## src/rtl/mmio_gpio.sv

```systemverilog
// mmio_gpio: memory-mapped GPIO block on the CPU data bus.
// Registered outputs, synchronised and debounced inputs, programmable
// edge detection and a maskable level interrupt with W1C status.
// Word offsets: 0 OUT, 1 IN, 2 IRQ_EN, 3 IRQ_STAT, 4 EDGE_POL, 5..7 reserved.
module mmio_gpio #(
  parameter logic [15:0] BASE_ADDR = 16'hC000,
  parameter int          N_OUT     = 10,
  parameter int          N_IN      = 10,
  parameter int          DB_CYCLES = 4,
  parameter int          CNT_W     = 3
) (
  input  logic             clk,
  input  logic             rst,
  input  logic [15:0]      addr,
  input  logic             we,
  input  logic             re,
  input  logic [15:0]      wdata,
  output logic [15:0]      rdata,
  output logic             sel,
  input  logic [N_IN-1:0]  gpio_in,
  output logic [N_OUT-1:0] gpio_out,
  output logic             irq
);

  // Address decode: the block occupies eight consecutive words.
  logic       hit;
  logic [2:0] off;
  assign hit = (addr[15:3] == BASE_ADDR[15:3]);
  assign off = addr[2:0];
  assign sel = re & hit;

  logic wr_out, wr_en, wr_stat, wr_pol;
  assign wr_out  = we & hit & (off == 3'd0);
  assign wr_en   = we & hit & (off == 3'd2);
  assign wr_stat = we & hit & (off == 3'd3);
  assign wr_pol  = we & hit & (off == 3'd4);

  // Architectural and pipeline state.
  logic [N_OUT-1:0] out_reg;
  logic [N_IN-1:0]  irq_en_reg;
  logic [N_IN-1:0]  irq_stat_reg;
  logic [N_IN-1:0]  edge_pol_reg;
  logic [N_IN-1:0]  s1_reg;
  logic [N_IN-1:0]  s2_reg;
  logic [N_IN-1:0]  db_reg;
  logic [CNT_W-1:0] cnt_reg  [N_IN];

  logic [N_IN-1:0]  db_next;
  logic [CNT_W-1:0] cnt_next [N_IN];
  logic [N_IN-1:0]  ev;
  logic [N_IN-1:0]  w1c_mask;
  logic [N_IN-1:0]  irq_stat_next;

  // Per-bit debounce: a synchronised value must differ from db for
  // DB_CYCLES consecutive edges; any return to db restarts the count.
  generate
    for (genvar gi = 0; gi < N_IN; gi++) begin : g_db
      logic differs;
      logic done;
      assign differs = (s2_reg[gi] != db_reg[gi]);
      assign done    = (cnt_reg[gi] == CNT_W'(DB_CYCLES - 1));
      assign db_next[gi]  = (differs && done) ? s2_reg[gi] : db_reg[gi];
      assign cnt_next[gi] = (differs && !done) ? cnt_reg[gi] + 1'b1 : '0;
    end
  endgenerate

  // Edge event on the debounced value, filtered by the per-bit polarity.
  assign ev = (db_next & ~db_reg & edge_pol_reg) | (~db_next & db_reg & ~edge_pol_reg);

  // A new event wins over a simultaneous write-1-to-clear on the same bit.
  assign w1c_mask      = wr_stat ? wdata[N_IN-1:0] : '0;
  assign irq_stat_next = (irq_stat_reg & ~w1c_mask) | ev;

  // Register updates: bus writes, synchroniser, debounce and status.
  always_ff @(posedge clk) begin
    if (rst) begin
      out_reg      <= '0;
      irq_en_reg   <= '0;
      irq_stat_reg <= '0;
      edge_pol_reg <= '1;
      s1_reg       <= '0;
      s2_reg       <= '0;
      db_reg       <= '0;
      for (int i = 0; i < N_IN; i++) cnt_reg[i] <= '0;
    end else begin
      if (wr_out) out_reg      <= wdata[N_OUT-1:0];
      if (wr_en)  irq_en_reg   <= wdata[N_IN-1:0];
      if (wr_pol) edge_pol_reg <= wdata[N_IN-1:0];
      irq_stat_reg <= irq_stat_next;
      s1_reg       <= gpio_in;
      s2_reg       <= s1_reg;
      db_reg       <= db_next;
      for (int i = 0; i < N_IN; i++) cnt_reg[i] <= cnt_next[i];
    end
  end

  // Combinational read mux; unselected or reserved reads return zero.
  logic [15:0] rdata_mux;
  always_comb begin
    rdata_mux = '0;
    if (sel) begin
      case (off)
        3'd0:    rdata_mux[N_OUT-1:0] = out_reg;
        3'd1:    rdata_mux[N_IN-1:0]  = db_reg;
        3'd2:    rdata_mux[N_IN-1:0]  = irq_en_reg;
        3'd3:    rdata_mux[N_IN-1:0]  = irq_stat_reg;
        3'd4:    rdata_mux[N_IN-1:0]  = edge_pol_reg;
        default: rdata_mux = '0;
      endcase
    end
  end

  assign rdata    = rdata_mux;
  assign gpio_out = out_reg;
  // Interrupt is formed only from registered state, so it cannot glitch.
  assign irq      = |(irq_stat_reg & irq_en_reg);

  // Upper write-data bits are intentionally ignored when pins are narrower.
  logic unused_bits;
  assign unused_bits = ^{wdata, BASE_ADDR[2:0]};

endmodule

```

## config.mk

```make
export PLATFORM = sky130hd
export DESIGN_NAME = mmio_gpio
export DESIGN_NICKNAME = d
export VERILOG_FILES = /design/src/rtl/mmio_gpio.sv
export SDC_FILE = /design/constraint.sdc
export NUM_CORES = 1
export LEC_CHECK = 0
export BUFFER_PORTS_ARGS = -buffer_cell sky130_fd_sc_hd__buf_2
export CAP_MARGIN = 20
export CORE_MARGIN = 1
export CORE_UTILIZATION = 56
export CTS_CLUSTER_SIZE = 20
export DETAILED_ROUTE_END_ITERATION = 12
export GPL_TIMING_DRIVEN = 0
export PLACE_DENSITY = 0.89
export SLEW_MARGIN = 30
export SYNTH_ARGS = -nofsm -noshare
export SYNTH_HDL_FRONTEND = slang
export SYNTH_SLANG_ARGS = --single-unit
```

## constraint.sdc

```tcl
create_clock -name clk -period 1.5 [get_ports clk]
set_input_delay 0 -clock clk [delete_from_list [all_inputs] [get_ports clk]]
set_output_delay 0 -clock clk [all_outputs]
set_load 0.02 [all_outputs]
```

# After elaboration in Yosys (flattened, before gate mapping)
# Memory sizes are Yosys's and may differ from the RTL's.
# Index checks and enable logic that the tools add are counted.
# op_classes
addsub	10
n_eq_ne	25
bitwise	28
n_reduce_logical	32
n_mux	36
# op_table
op	count
$and A10 B10 Y10	6
$mux W3	20
$pmux W10 S5	1
$not A10 Y10	4
$eq A3 B2 Y1 const B	12
$add A3 B1 Y3 const B	10
$logic_and A1 B1 Y1	20
$mux W10	2
$or A10 B10 Y10	2
$eq A13 B13 Y1 const B	1
$mux W1	13
$logic_not A1 Y1	10
$ne A1 B1 Y1	10
$or A1 B1 Y1	10
$reduce_or A10 Y1	1
$and A1 B1 Y1	6
$eq A3 B1 Y1 const B	1
$eq A3 B3 Y1 const B	1
$logic_not A3 Y1	1
# word_totals
input_bits	46
ram_bits	30
wordCells	139
register_bits	70
mem_count	1
out_inout_bits	28
# memory_table
memory	depth	width	rd	rd_ports_with_merged_regs	write_ports	line	source
cnt_reg	10	3	10	0	10	46	logic [CNT_W-1:0] cnt_reg [N_IN];

# Depth between registers and ports, before layout
# Gate-level depths: netlist (run 1).
# An unclocked memory read counts as a cell.
# depth
ltp_word	9
ltp_mapped	7
ltp_nobuf	4

# Worst setup path before layout (run 1)
# Ideal clock, no wire load.
# synth_timing
kind	register -> register
from	mem cnt_reg[0][0]
to	mem cnt_reg[0][0]
t_required_ns	1.435
period_less_slack_ns	1.221
arrival_ns	1.156
path_slack_ns	0.279
n_path_buf	0
stages_incl_launch_ff	5
setup_ns	0.065
path_cell_list	dfxtp_1 > ha_1 > ha_1 > or3_1 > nor2_1
# synth_rtl
element	line
start, declared	46

# Worst setup path after layout (run 1)
# layout_timing
from	reg irq_en_reg[9]
to	out irq
# layout_via
elab_chain_cells	2
# layout_lines
element	line	source
start, declared	40	logic [N_IN-1:0] irq_en_reg;
start signal, assigned	87	if (wr_en) irq_en_reg <= wdata[N_IN-1:0];
$and A10 B10 Y10	116	assign irq = |(irq_stat_reg & irq_en_reg);
$reduce_or A10 Y1	116	
end, declared	22	output logic irq
# Every way passes these cells.

==> qor.txt, run 1 <==
Outcome: finished, violations left
Violated checks: setup timing
GP Congestion: 0.908
DR iter-0 viols: 323
Fill cell count: 574
Final Core Density: 71.1%
Core ar.: 7730 um^2
Post-Syn Instances: 493
Top Ports: 74
CTS tree: yes
Die H: 91.5 um
Clock slew at the register clock pins of the worst setup and hold paths: 100 ps
Seq/Total Area, Yosys: 44.7%
HP Class: primary input to flip-flop
DR vias/cell: 5.68
Die X: 91.5 um
Multi-input gate area: 2320 um^2
Largest net degree at the start of global routing: 19
Synth Cell Area: 4480 um^2
DPL Wire Length: 7610 um
#FFs+latches synth: 100
Max reg flops: 30
Register Area: 2020 um^2
Tightest Pin Transition: 721 ps
Worst-skew pair later-pin latency: 370 ps
Routed length per instance: 15.5 um
PwrDens: 865 nW/um^2
Drt drc: 0
Overall global routing resource usage: 27.3%
CTS sink cnt: 100
Static Leak: 2.13 nW
Initial antenna violation count: 0
WL final: 10900 um
Ant. Diodes: 0
Total number of vias: 3976
CP Launch Type: flip-flop
DRT Pass-1 Iters: 6
Placed cell count: 659
Share of layout cells above drive strength 1: 24.4%
Global-route wire length before repair: 18100 um
Clock Tree Root: clkbuf_8
I/O Buffers: 59
Total CTS buffers: 9
Fmax: 623 MHz
Period utilization: 107%
Slew Limit Fails: 0
Synthesis-to-layout area growth: 22.5%
Final-report setup violation count: 11
Minimum clock period: 1610 ps
Overflow after GRT: 0
Clock buffer depth: 2
Synth cell types: 36
Final Hold Violating Endpoints: 0
WP data required: 1500 ps
Final Power: 4.75 mW
Die area: 8370 um^2
Worst slew margin: 51.9%
WS Path Type: flip-flop to output port
Clock Skew: 6.00 ps
Warnings from Yosys: 0
Final antenna-violating net count: 0
Max-cap violations: 0
Post-route setup slack: -106 ps
Final net count: 659
Crit path capture type: output port
Vias in the first global route: 3997
Starting density of the core: 58.0%
Finished Layout Cells: 700
Unrepaired setup endpoints after global routing: true
Htree depth: 3
Core Rows: 32
Crit path arrival time: 1610 ps
CP max FO: 3
Largest vdd supply drop: 0.718 mV
Avg Inst Size Synth: 9.09 um^2
==> layout by cell type (no fill, tap or decap), drive strengths merged, types with 2 or more instances in the layout <==
master,synthesis,layout
o22ai,11,11
xnor2,10,10
conb,1,6
and3b,9,9
buf,16,80
nand4,3,3
mux2,10,10
dfxtp,100,100
nand2b,2,2
clkinvlp,0,2
ha,20,20
or3,10,10
and2,11,11
nor3b,9,9
dlygate4sd3,0,20
clkbuf,19,29
a21oi,30,30
nor2b,23,23
mux2i,20,20
a22oi,23,23
nor2,63,63
nand3,20,20
nand2,13,13
nor3,2,2
o21ai,39,39
inv,21,24
==> power breakdown <==
group	internal [mW]	leakage [nW]	switching [mW]
clock	0.675	0.0914	0.996
combinational	0.160	1.22	0.217
sequential	2.69	0.820	0.0200
==> synthesized netlist by cell type (all sizes together) <==
cell type	count	area share, %
a22oi	23	3.9
a21oi	30	3.3
and4	1	0.22
buf	16	2.5
clkbuf	19	1.6
o22ai	11	1.5
nor3	2	0.59
and4bb	1	0.28
nor4b	1	0.20
nor2	63	5.3
or3	10	1.4
o21ai	39	4.4
nor2b	23	3.2
a221oi	1	0.20
mux2	10	2.5
mux2i	20	4.5
xnor2	10	2.0
nand3	20	2.2
nand4	3	0.75
and2	11	1.5
or2	1	0.14
and3b	9	1.8
dfxtp	100	45
nand2	13	1.1
a211oi	1	0.45
nor4	1	0.47
nor3b	9	1.5
inv	21	1.8
conb	1	0.084
ha	20	5.6
a22o	1	0.20
nand2b	2	0.28
==> metal layers <==
| metal | GRT usage (%) | wire [um] | vias up |
|---|---|---|---|
| met2 | 46.2 | 5260 | 194 |
| met1 | 32.8 | 4490 | 1840 |
| met5 | 0 | 0 | - |
| met3 | 5.95 | 690 | 54 |
| met4 | 13.1 | 434 | 0 |
| li1 | - | - | 1888 |
==> cell families (layout without fill, tap and decap cells) <==
family | Yosys count | in the layout | synth area share [%]
compound gates | 106 | 106 | 13.9
xor+xnor | 10 | 10 | 1.95
fa+ha+maj | 20 | 20 | 5.58
buf+inv | 56 | 156 | 5.89
flops | 100 | 100 | 44.7
mux | 30 | 30 | 6.98
other cells | 1 | 6 | 0.0836
simple gates | 170 | 170 | 20.9
==> stage by stage <==
stage	setup TNS (ps)	setup WS [ps]	cell area [um^2]	hold WS, ps
after CTS	-597	-79.2	5450	160
after floorplan	0	279	4500	128
final	-802	-106	5490	170
after detailed placement	0	21.4	4920	219
after global placement	0	92.2	4920	209
after global routing	-1290	-138	5490	182
==> critical path: stages, from the launching register on <==
cell and delay (ps):
dfxtp_2 340, buf_4 130, a22o_1 190, a221oi_2 230, nand4_1 160, buf_4 190
==> timing repair <==
action | in CTS | in global routing
endpoints found under the setup margin | 11 | 11
cloned | 0 | 0
hold buffers | 20 | 0
resized for setup | 34 | 14
hold endpoints to repair | 40 | 0
pin swaps | 11 | 8
buffers inserted | 4 | 1
==> final cells by class <==
type	instances	area share (%)
buffer	35	3.39
clock buffer	10	2.51
multi-input combinational	342	42.2
timing repair buffer	84	10.3
tap	102	2.32
sequential	100	36.8
inverter	21	1.44
clock inverter	6	0.957
==> path summary, 6_finish.rpt <==
path | endpoint | startpoint | depth (start not counted) | slack [ps]
setup / recovery | irq | irq_en_reg[9]$_SDFFE_PP0P_ | 5 | -110
hold / removal | edge_pol_reg[1]$_SDFFE_PP1P_ | we | 5 | 170
setup reg to reg | cnt_reg[5][2]$_SDFF_PP0_ | cnt_reg[5][0]$_SDFF_PP0_ | 4 | 150
hold reg to reg | cnt_reg[2][0]$_SDFF_PP0_ | cnt_reg[2][0]$_SDFF_PP0_ | 1 | 420
Note: power is estimated with default switching activity, not from simulation.
==> inputs of run 2 (changes only) <==
- CELL_PAD_IN_SITES_DETAIL_PLACEMENT: unset -> 0
- CELL_PAD_IN_SITES_GLOBAL_PLACEMENT: unset -> 1
- CORE_UTILIZATION: 56 -> 42
- PLACE_DENSITY: 0.89 -> 0.88
==> run 2 against run 1 <==
  * The run still ends with setup timing left
  * Fmax fell by 0.87%
  * Cell area grew 2.7%
  * Hold slack worse by 7.8 ps
  * Wire length is 2.7% lower
  * Clock power is essentially flat
  * Clock skew rose by 0.78 ps
  * First-iteration DRC count is 45% lower
  * Power decreased by 0.45%
  * Setup slack worse by 14 ps
  * Largest cell class unchanged
==> qor.txt, run 2 (same netlist as run 1, synthesis figures left out) <==
Outcome: finished, violations left (unchanged)
Violated checks: setup timing (unchanged)
Reg-to-reg setup timing slack: 160 ps (was 150 ps)
Routed length per instance: 14.3 um (was 15.5 um)
Clock Skew: 6.78 ps (was 6.00 ps)
Final-report setup violation count: 11 (unchanged)
DR vias/cell: 5.27 (was 5.68)
Drt drc: 0 (unchanged)
Fmax: 617 MHz (was 623 MHz)
Final Hold Violating Endpoints: 0 (unchanged)
WS Path Type: flip-flop to output port (unchanged)
Overflow after GRT: 0 (unchanged)
Worst slew margin: 50.4% (was 51.9%)
WL final: 10600 um (was 10900 um)
Share of layout cells above drive strength 1: 26.6% (was 24.4%)
Largest vdd supply drop: 0.597 mV (was 0.718 mV)
Post-route cell area: 5640 um^2 (was 5490 um^2)
Core ar.: 10300 um^2 (was 7730 um^2)
GP Congestion: 0.863 (was 0.908)
Die X: 105 um (was 91.5 um)
Total CTS buffers: 9 (unchanged)
Synthesis-to-layout area growth: 25.8% (was 22.5%)
Post-route setup slack: -120 ps (was -106 ps)
Top Ports: 74 (unchanged)
Starting density of the core: 43.4% (was 58.0%)
Place WS: -3.03 ps (was 21.4 ps)
WP data required: 1500 ps (about the same)
Vias in the first global route: 3723 (was 3997)
Worst hold path depth: 5 (unchanged)
Core Rows: 37 (was 32)
Total number of vias: 3912 (was 3976)
CTS sink cnt: 100 (unchanged)
Most common cell after layout, fill and taps aside: dfxtp_1 (unchanged)
Met2 WL: 5120 um (was 5260 um)
Final Core Density: 54.6% (was 71.1%)
Overall global routing resource usage: 19.6% (was 27.3%)
Max reg flops: 30 (unchanged)
Clock slew at the register clock pins of the worst setup and hold paths: 100 ps (about the same)
Initial antenna violation count: 0 (unchanged)
Worst R2R Start: cnt_reg[5][0]$_SDFF_PP0_ (unchanged)
Static Leak: 2.20 nW (was 2.13 nW)
Die H: 105 um (was 91.5 um)
Max Used Layer: met4 (unchanged)
Worst-skew pair later-pin latency: 360 ps (was 370 ps)
PwrDens: 839 nW/um^2 (was 865 nW/um^2)
Final Power: 4.73 mW (was 4.75 mW)
DR iter-0 viols: 179 (was 323)
DRT Pass-1 Iters: 5 (was 6)
HP Class: primary input to flip-flop (unchanged)
CP max FO: 3 (unchanged)
I/O Buffers: 59 (unchanged)
Period utilization: 108% (was 107%)
Placed instance area: 4970 um^2 (was 4920 um^2)
Worst r2r path cells: 4 (unchanged)
Endpoint, Worst Hold: edge_pol_reg[0]$_SDFFE_PP1P_ (was edge_pol_reg[1]$_SDFFE_PP1P_)
WL met1: 4690 um (was 4490 um)
Final net count: 667 (was 659)
Die area: 11100 um^2 (was 8370 um^2)
Ant. Diodes: 0 (unchanged)
Hold Startpoint: we (unchanged)
Tightest Pin Transition: 745 ps (was 721 ps)
DPL Wire Length: 7850 um (was 7610 um)
Global-route wire length before repair: 17300 um (was 18100 um)
Met3 WL: 549 um (was 690 um)
Slew Limit Fails: 0 (unchanged)
CP Launch Type: flip-flop (unchanged)
Clock Tree Root: clkbuf_8 (unchanged)
Largest net degree at the start of global routing: 19 (unchanged)
Minimum clock period: 1620 ps (was 1610 ps)
Clock buffer depth: 2 (unchanged)
Max-cap violations: 0 (unchanged)
CTS tree: yes (unchanged)
Crit Reg-Reg Endpoint: cnt_reg[5][0]$_SDFF_PP0_ (was cnt_reg[5][2]$_SDFF_PP0_)
Htree depth: 3 (unchanged)
Crit path arrival time: 1620 ps (was 1610 ps)
Unrepaired setup endpoints after global routing: true (unchanged)
Crit path capture type: output port (unchanged)
Final antenna-violating net count: 0 (unchanged)
Commonest non-fill, non-tap cells in the layout: dfxtp_1 (82), nor2_1 (63), buf_2 (58) (was dfxtp_1 (83), nor2_1 (63), buf_2 (60))
==> run 2: cell types whose count changed in the layout (fill, tap and decap cells not counted) <==
| cell | previous run | this run |
|---|---|---|
| a22oi_1 | 14 | 13 |
| a22oi_2 | 9 | 10 |
| and2_1 | 9 | 7 |
| and2_4 | 2 | 4 |
| buf_2 | 60 | 58 |
| buf_4 | 12 | 20 |
| buf_6 | 8 | 10 |
| clkinv_4 | 1 | 4 |
| clkinvlp_4 | 2 | 0 |
| dfxtp_1 | 83 | 82 |
| dfxtp_2 | 17 | 18 |
| inv_6 | 2 | 1 |
| o22ai_1 | 9 | 6 |
| o22ai_2 | 2 | 5 |
==> run 2: worst max path at each step <==
stage | start | to | cells after the start
after global placement | addr[0] | rdata[4] | 7
after global routing | irq_stat_reg[3]$_SDFF_PP0_ | rdata[3] | 5
after detailed placement | addr[0] | rdata[5] | 7
final | irq_stat_reg[5]$_SDFF_PP0_ | rdata[5] | 5
after floorplan | cnt_reg[0][0]$_SDFF_PP0_ | cnt_reg[0][0]$_SDFF_PP0_ | 4
after CTS | irq_stat_reg[5]$_SDFF_PP0_ | rdata[5] | 5
==> run 2: worst max-delay path: stages (launching register included) <==
cell and delay, ps:
dfxtp_2 340, mux2_2 270, a22oi_2 180, o22ai_1 110
and2_1 220, buf_6 130
==> run 2: per-stage QoR <==
stage               hold WS [ps]  setup TNS [ps]  cells
finish                       162            -686    742
global route                 164           -1310    742
CTS                          149            -813    730
detailed placement           214           -3.03    693
global placement             213               0    693
floorplan                    128               0    498
==> run 2: what timing repair did <==
item / in CTS / in global routing
setup endpoints to repair: 11 / 11
hold endpoints to repair: 40 / 0
setup buffers: 1 / 12
pin swaps: 4 / 11
hold buffers: 20 / 0
resized for setup: 19 / 40
==> run 2: where the power goes <==
group / internal [mW] / switching, mW
sequential: 2.69 / 0.0197
combinational: 0.161 / 0.216
clock: 0.678 / 0.972
==> run 2: routing by layer <==
layer	GRT usage, %	up-vias
met3	4.27	22
li1	-	1908
met1	24.5	1862
met2	33.2	120
met5	0	-
met4	6.74	0
==> run 2: cell type report <==
type,count,area [um^2]
buffer,35,186
timing repair buffer,92,639
sequential,100,2020
clock buffer,10,138
multi-input combinational,342,2350
fill,939,4680
tap,136,170
clock inverter,6,55.1
inverter,21,78.8
==> inputs of run 3 (changes only) <==
- PLACE_DENSITY: 0.88 -> 0.87
==> run 3 against run 2 <==
  * The flow still finishes with violations (setup timing)
  * Critical path depth stayed put
  * Combinational power hardly changed
  * Via count is 0.18% lower
  * Critical endpoint is now rdata[9]
  * Setup slack better by 91 ps
  * Non-clock buffer count is 3 higher
  * First-iteration DRC count is 7.3% lower
  * Sequential cell count stayed put
  * Clock skew is 3.8 ps higher
  * Final cell count is 0.40% higher
  * Largest power group unchanged
  * Hold slack worse by 2.4 ps
==> qor.txt, run 3 (same netlist as run 1, synthesis figures left out) <==
Most common cell after layout, fill and taps aside: dfxtp_1 (unchanged)
DR vias/cell: 5.24 (was 5.27)
I/O Buffers: 59 (unchanged)
Initial antenna violation count: 0 (unchanged)
Worst-skew pair later-pin latency: 360 ps (about the same)
Die area: 11100 um^2 (unchanged)
Final Hold Violating Endpoints: 0 (unchanged)
Slew Limit Fails: 0 (unchanged)
Ant. Diodes: 0 (unchanged)
Share of layout cells above drive strength 1: 27.1% (was 26.6%)
Largest vdd supply drop: 0.691 mV (was 0.597 mV)
Total number of vias: 3905 (was 3912)
Static Leak: 2.21 nW (was 2.20 nW)
Fill cell count: 934 (was 939)
CP Launch Type: flip-flop (unchanged)
WS Path Type: flip-flop to output port (unchanged)
Final net count: 670 (was 667)
WP data required: 1500 ps (about the same)
Overall global routing resource usage: 20.0% (was 19.6%)
CTS sink cnt: 100 (unchanged)
Routed length per instance: 14.5 um (was 14.3 um)
Overflow after GRT: 0 (unchanged)
WL final: 10800 um (was 10600 um)
Outcome: finished, violations left (unchanged)
Die H: 105 um (unchanged)
Crit path arrival time: 1530 ps (was 1620 ps)
Commonest non-fill, non-tap cells in the layout: dfxtp_1 (81), nor2_1 (63), buf_2 (56) (was dfxtp_1 (82), nor2_1 (63), buf_2 (58))
Final hold slack: 160 ps (was 162 ps)
Top Ports: 74 (unchanged)
Global-route wire length before repair: 17700 um (was 17300 um)
Finished Layout Cells: 745 (was 742)
Core ar.: 10300 um^2 (unchanged)
Worst slew margin: 50.5% (was 50.4%)
HP Class: primary input to flip-flop (unchanged)
Violated checks: setup timing (unchanged)
Synthesis-to-layout area growth: 26.7% (was 25.8%)
Clock Skew: 10.6 ps (was 6.78 ps)
Max reg flops: 30 (unchanged)
PwrDens: 832 nW/um^2 (was 839 nW/um^2)
Clock buffer depth: 2 (unchanged)
Tightest Pin Transition: 742 ps (was 745 ps)
DRT Pass-1 Iters: 6 (was 5)
Clock Tree Root: clkbuf_8 (unchanged)
Core Rows: 37 (unchanged)
Starting density of the core: 43.4% (unchanged)
Minimum clock period: 1530 ps (was 1620 ps)
Fmax: 654 MHz (was 617 MHz)
Multi-input gate area: 2340 um^2 (was 2350 um^2)
GP Congestion: 0.838 (was 0.863)
Total CTS buffers: 9 (unchanged)
DPL Wire Length: 7960 um (was 7850 um)
Crit path capture type: output port (unchanged)
Final Power: 4.72 mW (was 4.73 mW)
Final Core Density: 55.0% (was 54.6%)
DR iter-0 viols: 166 (was 179)
Unrepaired setup endpoints after global routing: true (unchanged)
Placed cell count: 693 (unchanged)
Period utilization: 102% (was 108%)
Largest net degree at the start of global routing: 19 (unchanged)
Clock slew at the register clock pins of the worst setup and hold paths: 100 ps (about the same)
Drt drc: 0 (unchanged)
Register Area: 2030 um^2 (was 2020 um^2)
CTS tree: yes (unchanged)
Max-cap violations: 0 (unchanged)
Post-route setup slack: -28.6 ps (was -120 ps)
Vias in the first global route: 3790 (was 3723)
Final antenna-violating net count: 0 (unchanged)
Final-report setup violation count: 7 (was 11)
Htree depth: 3 (unchanged)
CP max FO: 3 (unchanged)
Die X: 105 um (unchanged)
## run 3: changes by cell type in the layout (fill, tap and decap cells not counted), moves of 2 or more
cell	before	now
and2_4	4	6
clkinv_4	4	1
and2_1	7	5
buf_6	10	13
o22ai_2	5	3
clkinvlp_4	0	2
buf_2	58	56
o22ai_1	6	8
## run 3: per-layer routing
metal | vias up | share of wire [%] | global-route usage [%]
li1 | 1911 | - | -
met1 | 1861 | 44 | 24.9
met2 | 116 | 49 | 34.8
met3 | 17 | 5.4 | 3.53
met4 | 0 | 1.7 | 6.74
met5 | - | 0 | 0
## run 3: stage by stage
stage          TNS [ps]  setup slack (ps)  cell area [um^2]
2_1_floorplan         0               279              4500
3_3_place_gp          0              40.9              4970
3_5_place_dp          0              18.7              4970
5_1_grt            -569             -83.2              5680
6_report          -90.0             -28.6              5680
4_1_cts            -457             -67.5              5560
## run 3: critical path, cell delays in order, from the launching register on
cell and delay [ps]:
dfxtp_2 340, mux2_2 260, a22oi_2 160, o22ai_1 100
and2_4 180, buf_6 120
## run 3: power by group
group,internal [mW],total (mW),switching [mW]
Sequential,2.69,2.71,0.0200
Combinational,0.160,0.374,0.214
Clock,0.680,1.65,0.965
Total,3.53,4.72,1.20
## run 3: repair_timing
action | CTS | global route
endpoints found under the hold margin | 40 | 0
hold buffers | 20 | 0
pin swaps | 6 | 22
gates resized for setup | 40 | 24
endpoints found under the setup margin | 11 | 11
setup buffers | 11 | 5
## run 3: area by class of cell
type,instances,area share [%]
well taps,136,2.99
clock inverters,6,0.969
flip-flops and latches,100,35.7
repair buffers,95,12.2
inverters,21,1.39
clock buffers,10,2.42
plain buffers,35,3.28
multi-input cells,342,41.1
## run 3: path summary, 6_finish.rpt
check	cells after the start	end	from	slack (ps)
worst min register to register	1	cnt_reg[6][0]$_SDFF_PP0_	cnt_reg[6][0]$_SDFF_PP0_	430
worst max-delay path	5	rdata[9]	irq_en_reg[9]$_SDFFE_PP0P_	-30
worst min-delay path	5	edge_pol_reg[3]$_SDFFE_PP1P_	we	160
worst max register to register	4	cnt_reg[1][0]$_SDFF_PP0_	cnt_reg[1][0]$_SDFF_PP0_	160
